`src/rtl/pll_reset_ctrl.sv`:
```
// PLL areset/lock sequencer with stretched system reset; PLL_LOSS_RELOCK_EN re-resets the PLL on lock loss.
// Outputs registered from next state (change on the transition edge); no backpressure, i_restart always wins.
module pll_reset_ctrl #(
    parameter int RESET_CYCLES   = 16,
    parameter int LOCK_TIMEOUT   = 65536,
    parameter int LOCK_STABLE    = 1024,
    parameter int RELEASE_CYCLES = 64
) (
    input  logic       i_clk,
    input  logic       i_rst,
    input  logic       i_locked,
    input  logic       i_restart,
    output logic       o_pll_areset,
    output logic       o_rst,
    output logic       o_ready,
    output logic [7:0] o_retries,
    output logic [7:0] o_losses
);

    localparam int MAX_A = (RESET_CYCLES > LOCK_TIMEOUT) ? RESET_CYCLES : LOCK_TIMEOUT;
    localparam int MAX_B = (LOCK_STABLE > RELEASE_CYCLES) ? LOCK_STABLE : RELEASE_CYCLES;
    localparam int MAX_P = (MAX_A > MAX_B) ? MAX_A : MAX_B;
    localparam int CW    = (MAX_P > 1) ? $clog2(MAX_P) : 1;

    localparam logic [CW-1:0] RC_LAST  = CW'(RESET_CYCLES - 1);
    localparam logic [CW-1:0] TO_LAST  = CW'(LOCK_TIMEOUT - 1);
    localparam logic [CW-1:0] ST_LAST  = CW'(LOCK_STABLE - 1);
    localparam logic [CW-1:0] RL_LAST  = CW'(RELEASE_CYCLES - 1);
    localparam logic [CW-1:0] CNT_ONE  = CW'(1);

    typedef enum logic [2:0] {
        PLL_RST,
        WAIT_LOCK,
        STABLE,
        RELEASE,
        RUN
    } state_t;

`ifdef PLL_LOSS_RELOCK_EN
    localparam state_t LOSS_TARGET = PLL_RST;
`else
    localparam state_t LOSS_TARGET = WAIT_LOCK;
`endif

    state_t          state_q, state_d;
    logic [CW-1:0]   cnt_q, cnt_d;
    logic            sync1_q, sync1_d;
    logic            lock_s_q, lock_s_d;
    logic            areset_q, areset_d;
    logic            rst_q, rst_d;
    logic            ready_q, ready_d;
    logic [7:0]      retries_q, retries_d;
    logic [7:0]      losses_q, losses_d;

    always_comb begin
        state_d   = state_q;
        retries_d = retries_q;
        losses_d  = losses_q;
        sync1_d   = i_locked;
        lock_s_d  = sync1_q;

        if (i_restart) begin
            state_d = PLL_RST;
        end else begin
            case (state_q)
                PLL_RST: begin
                    if (cnt_q == RC_LAST) state_d = WAIT_LOCK;
                end
                WAIT_LOCK: begin
                    if (lock_s_q) begin
                        state_d = STABLE;
                    end else if (cnt_q == TO_LAST) begin
                        state_d = PLL_RST;
                        if (retries_q != 8'hFF) retries_d = retries_q + 8'd1;
                    end
                end
                STABLE: begin
                    if (!lock_s_q)              state_d = WAIT_LOCK;
                    else if (cnt_q == ST_LAST)  state_d = RELEASE;
                end
                RELEASE: begin
                    if (!lock_s_q) begin
                        state_d = LOSS_TARGET;
                        if (losses_q != 8'hFF) losses_d = losses_q + 8'd1;
                    end else if (cnt_q == RL_LAST) begin
                        state_d = RUN;
                    end
                end
                RUN: begin
                    if (!lock_s_q) begin
                        state_d = LOSS_TARGET;
                        if (losses_q != 8'hFF) losses_d = losses_q + 8'd1;
                    end
                end
                default: state_d = PLL_RST;
            endcase
        end

        // Restart clears the counter even when already in PLL_RST
        cnt_d    = (i_restart || (state_d != state_q)) ? '0 : cnt_q + CNT_ONE;
        areset_d = (state_d == PLL_RST);
        rst_d    = (state_d != RUN);
        ready_d  = (state_d == RUN);
    end

    always_ff @(posedge i_clk or posedge i_rst) begin
        if (i_rst) begin
            state_q   <= PLL_RST;
            cnt_q     <= '0;
            sync1_q   <= 1'b0;
            lock_s_q  <= 1'b0;
            areset_q  <= 1'b1;
            rst_q     <= 1'b1;
            ready_q   <= 1'b0;
            retries_q <= 8'd0;
            losses_q  <= 8'd0;
        end else begin
            state_q   <= state_d;
            cnt_q     <= cnt_d;
            sync1_q   <= sync1_d;
            lock_s_q  <= lock_s_d;
            areset_q  <= areset_d;
            rst_q     <= rst_d;
            ready_q   <= ready_d;
            retries_q <= retries_d;
            losses_q  <= losses_d;
        end
    end

    assign o_pll_areset = areset_q;
    assign o_rst        = rst_q;
    assign o_ready      = ready_q;
    assign o_retries    = retries_q;
    assign o_losses     = losses_q;

endmodule

```
`config.mk`:
```
export PLATFORM = sky130hd
export DESIGN_NAME = pll_reset_ctrl
export DESIGN_NICKNAME = d
export VERILOG_FILES = /design/src/rtl/pll_reset_ctrl.sv
export SDC_FILE = /design/constraint.sdc
export NUM_CORES = 1
export LEC_CHECK = 0
export ABC_AREA = 0
export CORE_MARGIN = 4
export CORE_UTILIZATION = 38
export CTS_CLUSTER_DIAMETER = 40
export DETAILED_ROUTE_END_ITERATION = 8
export DONT_BUFFER_PORTS = 1
export GPL_TIMING_DRIVEN = 1
export PLACE_DENSITY_LB_ADDON = 0.1
export SLEW_MARGIN = 25
export SYNTH_ARGS = -nofsm -noshare
export SYNTH_HDL_FRONTEND = slang
export SYNTH_SLANG_ARGS = --single-unit
export TNS_END_PERCENT = 50
```
`constraint.sdc`:
```
create_clock -name i_clk -period 2 [get_ports i_clk]
set_input_delay 0.3 -clock i_clk [delete_from_list [all_inputs] [get_ports i_clk]]
set_output_delay 0.3 -clock i_clk [all_outputs]
set_load 0.005 [all_outputs]
```
Word level (Yosys, flattened, before mapping)

Index checks and enable logic that the tools add are counted.

Add/sub/neg operators: 3
Equal/unequal tests: 13
Mux-type cells: 11
Bitwise logic cells: 2
Reduce and logical (&&, ||, !) cells: 6

Operators by type and width:

| kind                                                                     | number |
|---|---|
| 3-bit 2-to-1 mux                                                         | 9 |
| 16-bit by 1-bit adder with 16-bit output (second input constant)         | 1 |
| 8-bit by 1-bit adder with 8-bit output (second input constant)           | 2 |
| 16-bit by 10-bit equality test with 1-bit output (second input constant) | 1 |
| 16-bit equality test (second input constant)                             | 1 |
| 16-bit by 4-bit equality test with 1-bit output (second input constant)  | 1 |
| 16-bit by 6-bit equality test with 1-bit output (second input constant)  | 1 |
| 16-bit 2-to-1 mux                                                        | 1 |
| 8-bit != test (second input constant)                                    | 2 |
| 3-bit one-hot mux with 5 select lines                                    | 1 |
| 3-bit by 2-bit equality test with 1-bit output (second input constant)   | 2 |
| 3-bit equality test (second input constant)                              | 2 |
| 3-bit zero test                                                          | 2 |
| 5-bit AND reduction                                                      | 1 |
| 4-bit AND reduction                                                      | 1 |
| 3-bit by 1-bit equality test with 1-bit output (second input constant)   | 1 |
| 3-bit != test                                                            | 1 |
| 3-bit != test (second input constant)                                    | 1 |
| 1-bit inverter                                                           | 2 |
| 2-bit OR reduction                                                       | 1 |
| 1-bit logical OR                                                         | 1 |

Bits in registers: 40
Bits of input ports: 4

Logic depth before layout (Yosys ltp)

Gate-level depths: netlist of the first run.

Depth in word-level cells: 8
Gate-level depth with buffers: 7
Depth with buffers taken out: 5

Least setup slack after synthesis of the first run

No wires, ideal clock.

Kind: flip-flop to flip-flop
From: register cnt_q[0]
To: register cnt_q[10]
Setup time: 0.126 ns
Arrival time: 1.811 ns
Data required time: 1.874 ns
Setup slack: 0.063 ns
Cell stages (with the launch flop): 7
Path buffers: 1
Path through: dfrtp_1 -> ha_1 -> nand3_1 -> nor4_4 -> a2bb2oi_2 -> buf_6 -> a21oi_1

Longest elaborated chain between the ends: 8

Ends and longest elaborated chain:

| item                                                                          | line       | source |
|---|---|---|
| from (decl)                                                                   | 46         | `logic [CW-1:0] cnt_q, cnt_d;` |
| from (signal assigned)                                                        | 119        | `cnt_q <= cnt_d;` |
| 16-bit by 6-bit equality test with 1-bit output, or another cell as far along | 85         | `end else if (cnt_q == RL_LAST) begin` |
| 3-bit 2-to-1 mux, on equally long branches                                    | 85, 72, 79 |  |
| 3-bit 2-to-1 mux, on equally long branches                                    | 82, 70, 78 |  |
| 3-bit one-hot mux with 5 select lines                                         | 65         | `case (state_q)` |
| 3-bit 2-to-1 mux                                                              | 62         | `if (i_restart) begin` |
| 3-bit != test                                                                 | 100        | `cnt_d = (i_restart \|\| (state_d != state_q)) ? '0 : cnt_q + CNT_ONE;` |
| 1-bit logical OR                                                              | 100        |  |
| 16-bit 2-to-1 mux (*)                                                         | 100        |  |
| named net cnt_d[10]                                                           | 46         |  |

The timed path passes the listed nets; every way through them passes the cells marked *.
A chain may end at the register's enable or synchronous reset.

Final worst setup path of the first run

From: register lock_s_q
To: register retries_q[1] (netlist: o_retries[1])

Longest elaborated chain between the ends: 2

Ends and longest elaborated chain:

| item                                 | line | source |
|---|---|---|
| from (decl)                          | 48   | `logic lock_s_q, lock_s_d;` |
| from (signal assigned)               | 121  | `lock_s_q <= lock_s_d;` |
| 1-bit inverter (no source line)      | --   |  |
| 5-bit AND reduction (no source line) | --   |  |
| to (signal assigned)                 | 125  | `retries_q <= retries_d;` |
| to (decl)                            | 52   | `logic [7:0] retries_q, retries_d;` |

No other way between the ends.

==> flow_summary.toml, run 1 <==
[timing]
relSlewSlack_pct = 66.2
setup_tns_ns = 0
skew_ns = 0.00298
fin_hold_ws_ns = 0.0247
finalSetupViolations = 0
timing.fmax_ghz = 0.521
slew_viol_final = 0
final.min_clock_period_ns = 1.92
rsz0062_at_grt = "no"
worstMarginPinSlew_ns = 0.507
min_period_over_period_pct = 96.0
hold_viol = 0

[floorplanning]
pin_count = 23
core_sq_um = 5200
die_h_um = 81.9
initial_utilization_pct = 39.9
fp-row-count = 26
die_area_sq_um = 6710
die_w_um = 81.9

[critical_path]
slowest_delay_ns = 0.57
path_max_fanout = 7
cp-start-kind = "register"
slowest_stage = "or4b_4"
crit_buf_inv = 0
timing.rr.end = "o_retries[1]"
reg2reg_depth = 4
r2r-start = "lock_s_q"
end_kind = "register"
worstPathArrival_ns = 2.09
worstPathRequired_ns = 2.17
critical_path.top_delay_family = "simple AND/OR/NAND/NOR gates"
worstPathCellList = "or4b_4 > a311oi_4 > nand2_4 > mux2_4"
crit_type = "reg -> reg"
reg2reg_slack_ns = 0.08

[cts]
cts_resized = 0
cts_num_sinks = 40
clkTransAtPathRegs_ns = 0.07
tritoncts = "built"
insertion_delay_ns = 0.28
h-tree-depth = 2
post-cts-setup-buffers = 0
clock_path_buffers = 2
hold_buffers = 0
cts_buffers = 5
root_buffer = "clkbuf_8"

[synthesis]
synth-main-ff-cell = "dfrtp_1"
syn-cell-area_sq_um = 2080
ys_warn_count = 0
netlist-cell-type-count = 47
synth_nets = 198
postSynthAreaPerCell_sq_um = 10.9
synth_edf_count = 0
syn-instance-count = 191
yosys_register_bits = 40
ys_seq_area_share_pct = 48.3
ys_async_sr_fraction_pct = 100

[final_layout]
layout-drive-gt1-share_pct = 16.3
antennaDiodeCount = 0
flow.area_growth_from_synthesis_pct = 12.2
layout.nets = 214

[power_and_ir_drop]
power_frac_seq_pct = 58.5
p_leak_nw = 0.982
p_int_mw = 1.11
peakVddDrop_mv = 0.384
p_switching_mw = 0.297
power_density_nw_per_um2 = 603
sw_frac_of_total_pct = 21.1
clkPwrFrac_pct = 38.6
combPwrFrac_pct = 2.9

[detailed_routing]
antenna_left = 0
wl_met3_um = 197
vias = 1498
drc = 0
highest_layer = "met4"
drt_iter0_drc = 70
drt_wl_total_um = 4200
dr_wl_met2_um = 1950
wl_met1_um = 2030
dr.pass1.iters = 5
routed_via_density = 5.39
wire_per_inst_um = 15.1

[run_status]
outcome = "finished clean"

[placed_design]
portBuffers = 0
globalplace.congestion = 0.789
hpwl_um = 2980

[global_route]
grt_overflow = 0
grt_pass1_vias = 1471
grt_pass1_wl_um = 6930
grt_usage_pct = 13.3
antenna_found_initial = 0
grt_max_degree = 41

[flow_run]
cap_violations = 0

[worst_hold_path]
hold_class = "in -> async"
==> cell usage after synthesis, types with 2 or more instances <==
master / instances / area share, %
nand2_1: 6 / 1.1
nand3_1: 16 / 3.9
nand4_1: 8 / 2.4
nor3_1: 4 / 0.96
nand2b_1: 2 / 0.60
nor4_1: 8 / 2.4
xnor2_1: 23 / 9.7
inv_1: 6 / 1.1
dfrtp_1: 38 / 46
nor2_1: 7 / 1.3
ha_1: 3 / 1.8
and3_1: 8 / 2.4
buf_2: 2 / 0.48
a21oi_1: 18 / 4.3
dfstp_2: 2 / 2.5
xor2_1: 4 / 1.7
and4_1: 5 / 2.1
nor2b_1: 2 / 0.60
==> per-stage QoR <==
stage	util [%]	setup slack [ns]	total power, mW	cell area (sq um)	cells
2_1_floorplan	-	0.0630	0.865	2080	191
3_3_place_gp	43.0	0.116	0.878	2240	270
3_5_place_dp	43.0	0.0696	0.879	2240	270
4_1_cts	44.8	0.0762	1.43	2330	278
5_1_grt	44.8	0.0298	1.47	2330	278
6_report	44.8	0.0806	1.40	2330	278
==> cells in the final DEF (no fill, tap or decap), drive strengths merged, types with 2 or more instances in the layout <==
cell	Yosys	final
buf	4	14
nor2	7	7
ha	3	3
inv	6	6
clkbuf	1	7
mux2	2	2
xnor2	23	23
nand2b	2	2
and4	5	5
nor2b	2	2
nand4	9	9
nor4	9	9
nand2	7	7
nor3	4	4
a21oi	18	18
nand3	16	16
xor2	4	4
dfrtp	38	38
dfstp	2	2
and3	8	8
==> power by group through the flow <==
stage	clock network, mW	registers [mW]	logic [mW]
finish	0.542	0.822	0.0404
global route	0.603	0.823	0.0463
CTS	0.566	0.822	0.0414
detailed placement	0	0.838	0.0415
global placement	0	0.837	0.0405
floorplan	0	0.837	0.0278
==> sequential cells by signal, indices dropped and copies added (netlist names) <==
register      flops
o_rst             1
o_ready           1
o_pll_areset      1
lock_s_d          1
o_retries         8
lock_s_q          1
state_q           3
cnt_q            16
o_losses          8
==> cell type report <==
class	instances	area [sq um]
Fill cell	518	2880
Multi-Input combinational cell	140	1020
Sequential cell	40	1000
Timing Repair Buffer	14	105
Tap cell	70	87.6
Clock buffer	7	86.3
Inverter	6	22.5
Clock inverter	1	7.51
==> worst register-to-register path, cell delays in order (launching register included) <==
cell and delay (ns):
dfrtp_1 0.39, or4b_4 0.57, a311oi_4 0.46, nand2_4 0.09
mux2_4 0.30
==> logic make-up (layout without fill, tap and decap cells) <==
kind of cell,Yosys count,count (layout),share of synthesized area (%)
adders and majority gates,4,4,2.29
xor gates and xnor gates,27,27,11.4
DFF,40,40,48.3
and+or+nand+nor,76,76,23.3
buffers and inverters,11,28,2.65
AOI/OAI and AO/OA,30,30,10.2
muxes,3,3,1.75
==> layer usage <==
metal / up-vias / GRT usage, %
met5: - / 0
met4: 0 / 3.49
met3: 2 / 4.93
met2: 27 / 20.4
met1: 737 / 17.8
li1: 732 / -
==> worst max path at each step <==
| stage | start | endpoint | cells after the start |
|---|---|---|---|
| finish | lock_s_q | o_retries[1] | 4 |
| detailed placement | lock_s_q | o_retries[1] | 4 |
| floorplan | cnt_q[0] | cnt_q[10] | 6 |
| global route | lock_s_q | o_retries[1] | 4 |
| CTS | lock_s_q | o_retries[1] | 4 |
| global placement | lock_s_q | o_retries[1] | 4 |
(Power assumes the default switching activity.)
==> run 2: changes to the inputs <==
--- a/config.mk
+++ b/config.mk
@@ -6,6 +6,7 @@
 export NUM_CORES = 1
 export LEC_CHECK = 0
 export ABC_AREA = 0
+export CORE_ASPECT_RATIO = 1.25
 export CORE_MARGIN = 4
 export CORE_UTILIZATION = 38
 export CTS_CLUSTER_DIAMETER = 40
==> run 2 against run 1 <==
Against the previous run: clock power rose by 21%; register-to-register slack improved by 0.02 ns; cell area rose by 2.7%; sequential power barely moved; routed wire length rose by 4.1%; critical path depth did not move; via count rose by 2.9%; total power rose by 8.0%; combinational power barely moved; hold slack got worse by 0.0090 ns; fmax rose by 0.95%; die area rose by 0.10%.
==> flow_summary.toml, run 2 (synthesis gave the netlist of run 1 again) <==
[global_route]
grt_pass1_wl_um = 7580
grt_max_degree = 41
grt_usage_pct = 14.3
antenna_found_initial = 0
grt_pass1_vias = 1587
grt_overflow = 0

[timing]
final.min_clock_period_ns = 1.90
layout_setup_ws_ns = 0.0987
timing.fmax_ghz = 0.526
fin_hold_ws_ns = 0.0157
slew_viol_final = 0
relSlewSlack_pct = 66.5
rsz0062_at_grt = "no"
min_period_over_period_pct = 95.1
finalSetupViolations = 0
worstMarginPinSlew_ns = 0.502
hold_viol = 0
skew_ns = 0.00388

[floorplanning]
die_area_sq_um = 6720
core_sq_um = 5190
initial_utilization_pct = 40.0
pin_count = 23
die_h_um = 90.6
fp-row-count = 29
die_w_um = 74.1

[power_and_ir_drop]
power_density_nw_per_um2 = 634
peakVddDrop_mv = 0.515
p_leak_nw = 1.03

[final_layout]
largest_reg_flops = 16
antennaDiodeCount = 0
layout.nets = 220
layout_commonest_cell = "dfrtp_1"
fin_area_sq_um = 2390
final_cell_mix = "dfrtp_1, xnor2_1, buf_4"
n_fill_cell = 519
layout-drive-gt1-share_pct = 19.2
flow.area_growth_from_synthesis_pct = 15.3
regMostFlops = "cnt_q"

[critical_path]
crit_buf_inv = 0
slowest_delay_ns = 0.57
path_max_fanout = 7
worstPathArrival_ns = 2.09
crit_type = "reg -> reg"
cp-start-kind = "register"
worstPathCellList = "or4b_4 > a311oi_4 > nand2_4 > mux2_4"
slowest_stage = "or4b_4"
critical_path.top_delay_family = "simple AND/OR/NAND/NOR gates"
end_kind = "register"
worstPathRequired_ns = 2.18

[detailed_routing]
routed_via_density = 5.59
drc = 0
dr.pass1.iters = 4
antenna_left = 0
vias = 1542
wire_per_inst_um = 15.9
drt_iter0_drc = 110
drt_wl_total_um = 4380

[placed_design]
portBuffers = 0
placed_area_sq_um = 2260
dpl_worst_slack_ns = -0.0792
globalplace.congestion = 0.881
hpwl_um = 3190

[worst_hold_path]
hold_class = "in -> async"

[cts]
cts_buffers = 5
clkTransAtPathRegs_ns = 0.08
root_buffer = "clkbuf_8"
h-tree-depth = 2
insertion_delay_ns = 0.29
tritoncts = "built"
clock_path_buffers = 2
cts_num_sinks = 40

[run_status]
outcome = "finished clean"

[flow_run]
cap_violations = 0
-- run 2: what timing repair did --
action,CTS,global route
resized for setup,1,1
buffers inserted,0,2
hold endpoints to repair,0,0
endpoints found under the setup margin,16,22
hold buffers,0,0
pin swaps,0,3
-- run 2: power breakdown --
| part | total [mW] | switching (mW) | internal (mW) |
|---|---|---|---|
| registers | 0.822 | 0.00730 | 0.815 |
| logic | 0.0407 | 0.0284 | 0.0122 |
| clock network | 0.654 | 0.285 | 0.369 |
| total | 1.52 | 0.321 | 1.20 |
-- run 2: metal layers --
metal / vias to the layer above / global-route usage, % / part of all wire (%)
met5: - / 0 / 0
met4: 0 / 4.53 / 1.5
met3: 7 / 4.68 / 4.9
met2: 29 / 22.2 / 48
met1: 760 / 18.6 / 46
li1: 746 / - / -
-- run 2: area by class of cell --
cell class              count  area (sq um)  area share [%]
inverters                   6          22.5           0.941
multi-input cells         140          1030            43.0
clock buffers               5          68.8            2.88
repair buffers             20           150            6.27
clock inverters             3          42.5            1.78
flip-flops and latches     40          1000            41.9
well taps                  62          77.6            3.24
-- run 2: final timing paths --
kind                       cells after the start      endpoint     start  slack, ns
setup / recovery                               4  o_retries[1]  lock_s_q        0.1
hold / removal                                 2  o_retries[3]     i_rst       0.02
setup reg to reg                               4  o_retries[1]  lock_s_q        0.1
hold reg to reg                                0      lock_s_q  lock_s_d       0.36
max in group asynchronous                      2  o_pll_areset     i_rst       1.62
min in group i_clk                             0      lock_s_d  i_locked       0.03
-- run 2: worst reg2reg max path, stage by stage (launching register included) --
cell and delay, ns:
dfrtp_1 0.39, or4b_4 0.57, a311oi_4 0.42, nand2_4 0.10, mux2_4 0.30
-- run 2: metrics by stage --
| stage | setup TNS (ns) | power [mW] | utilization [%] | instances |
|---|---|---|---|---|
| after floorplan | 0 | 0.865 | - | 191 |
| after global placement | 0 | 0.877 | 43.5 | 266 |
| after detailed placement | -0.307 | 0.881 | 43.5 | 266 |
| after CTS | 0 | 1.54 | 45.8 | 274 |
| after global routing | 0 | 1.59 | 46.1 | 276 |
| final | 0 | 1.52 | 46.1 | 276 |
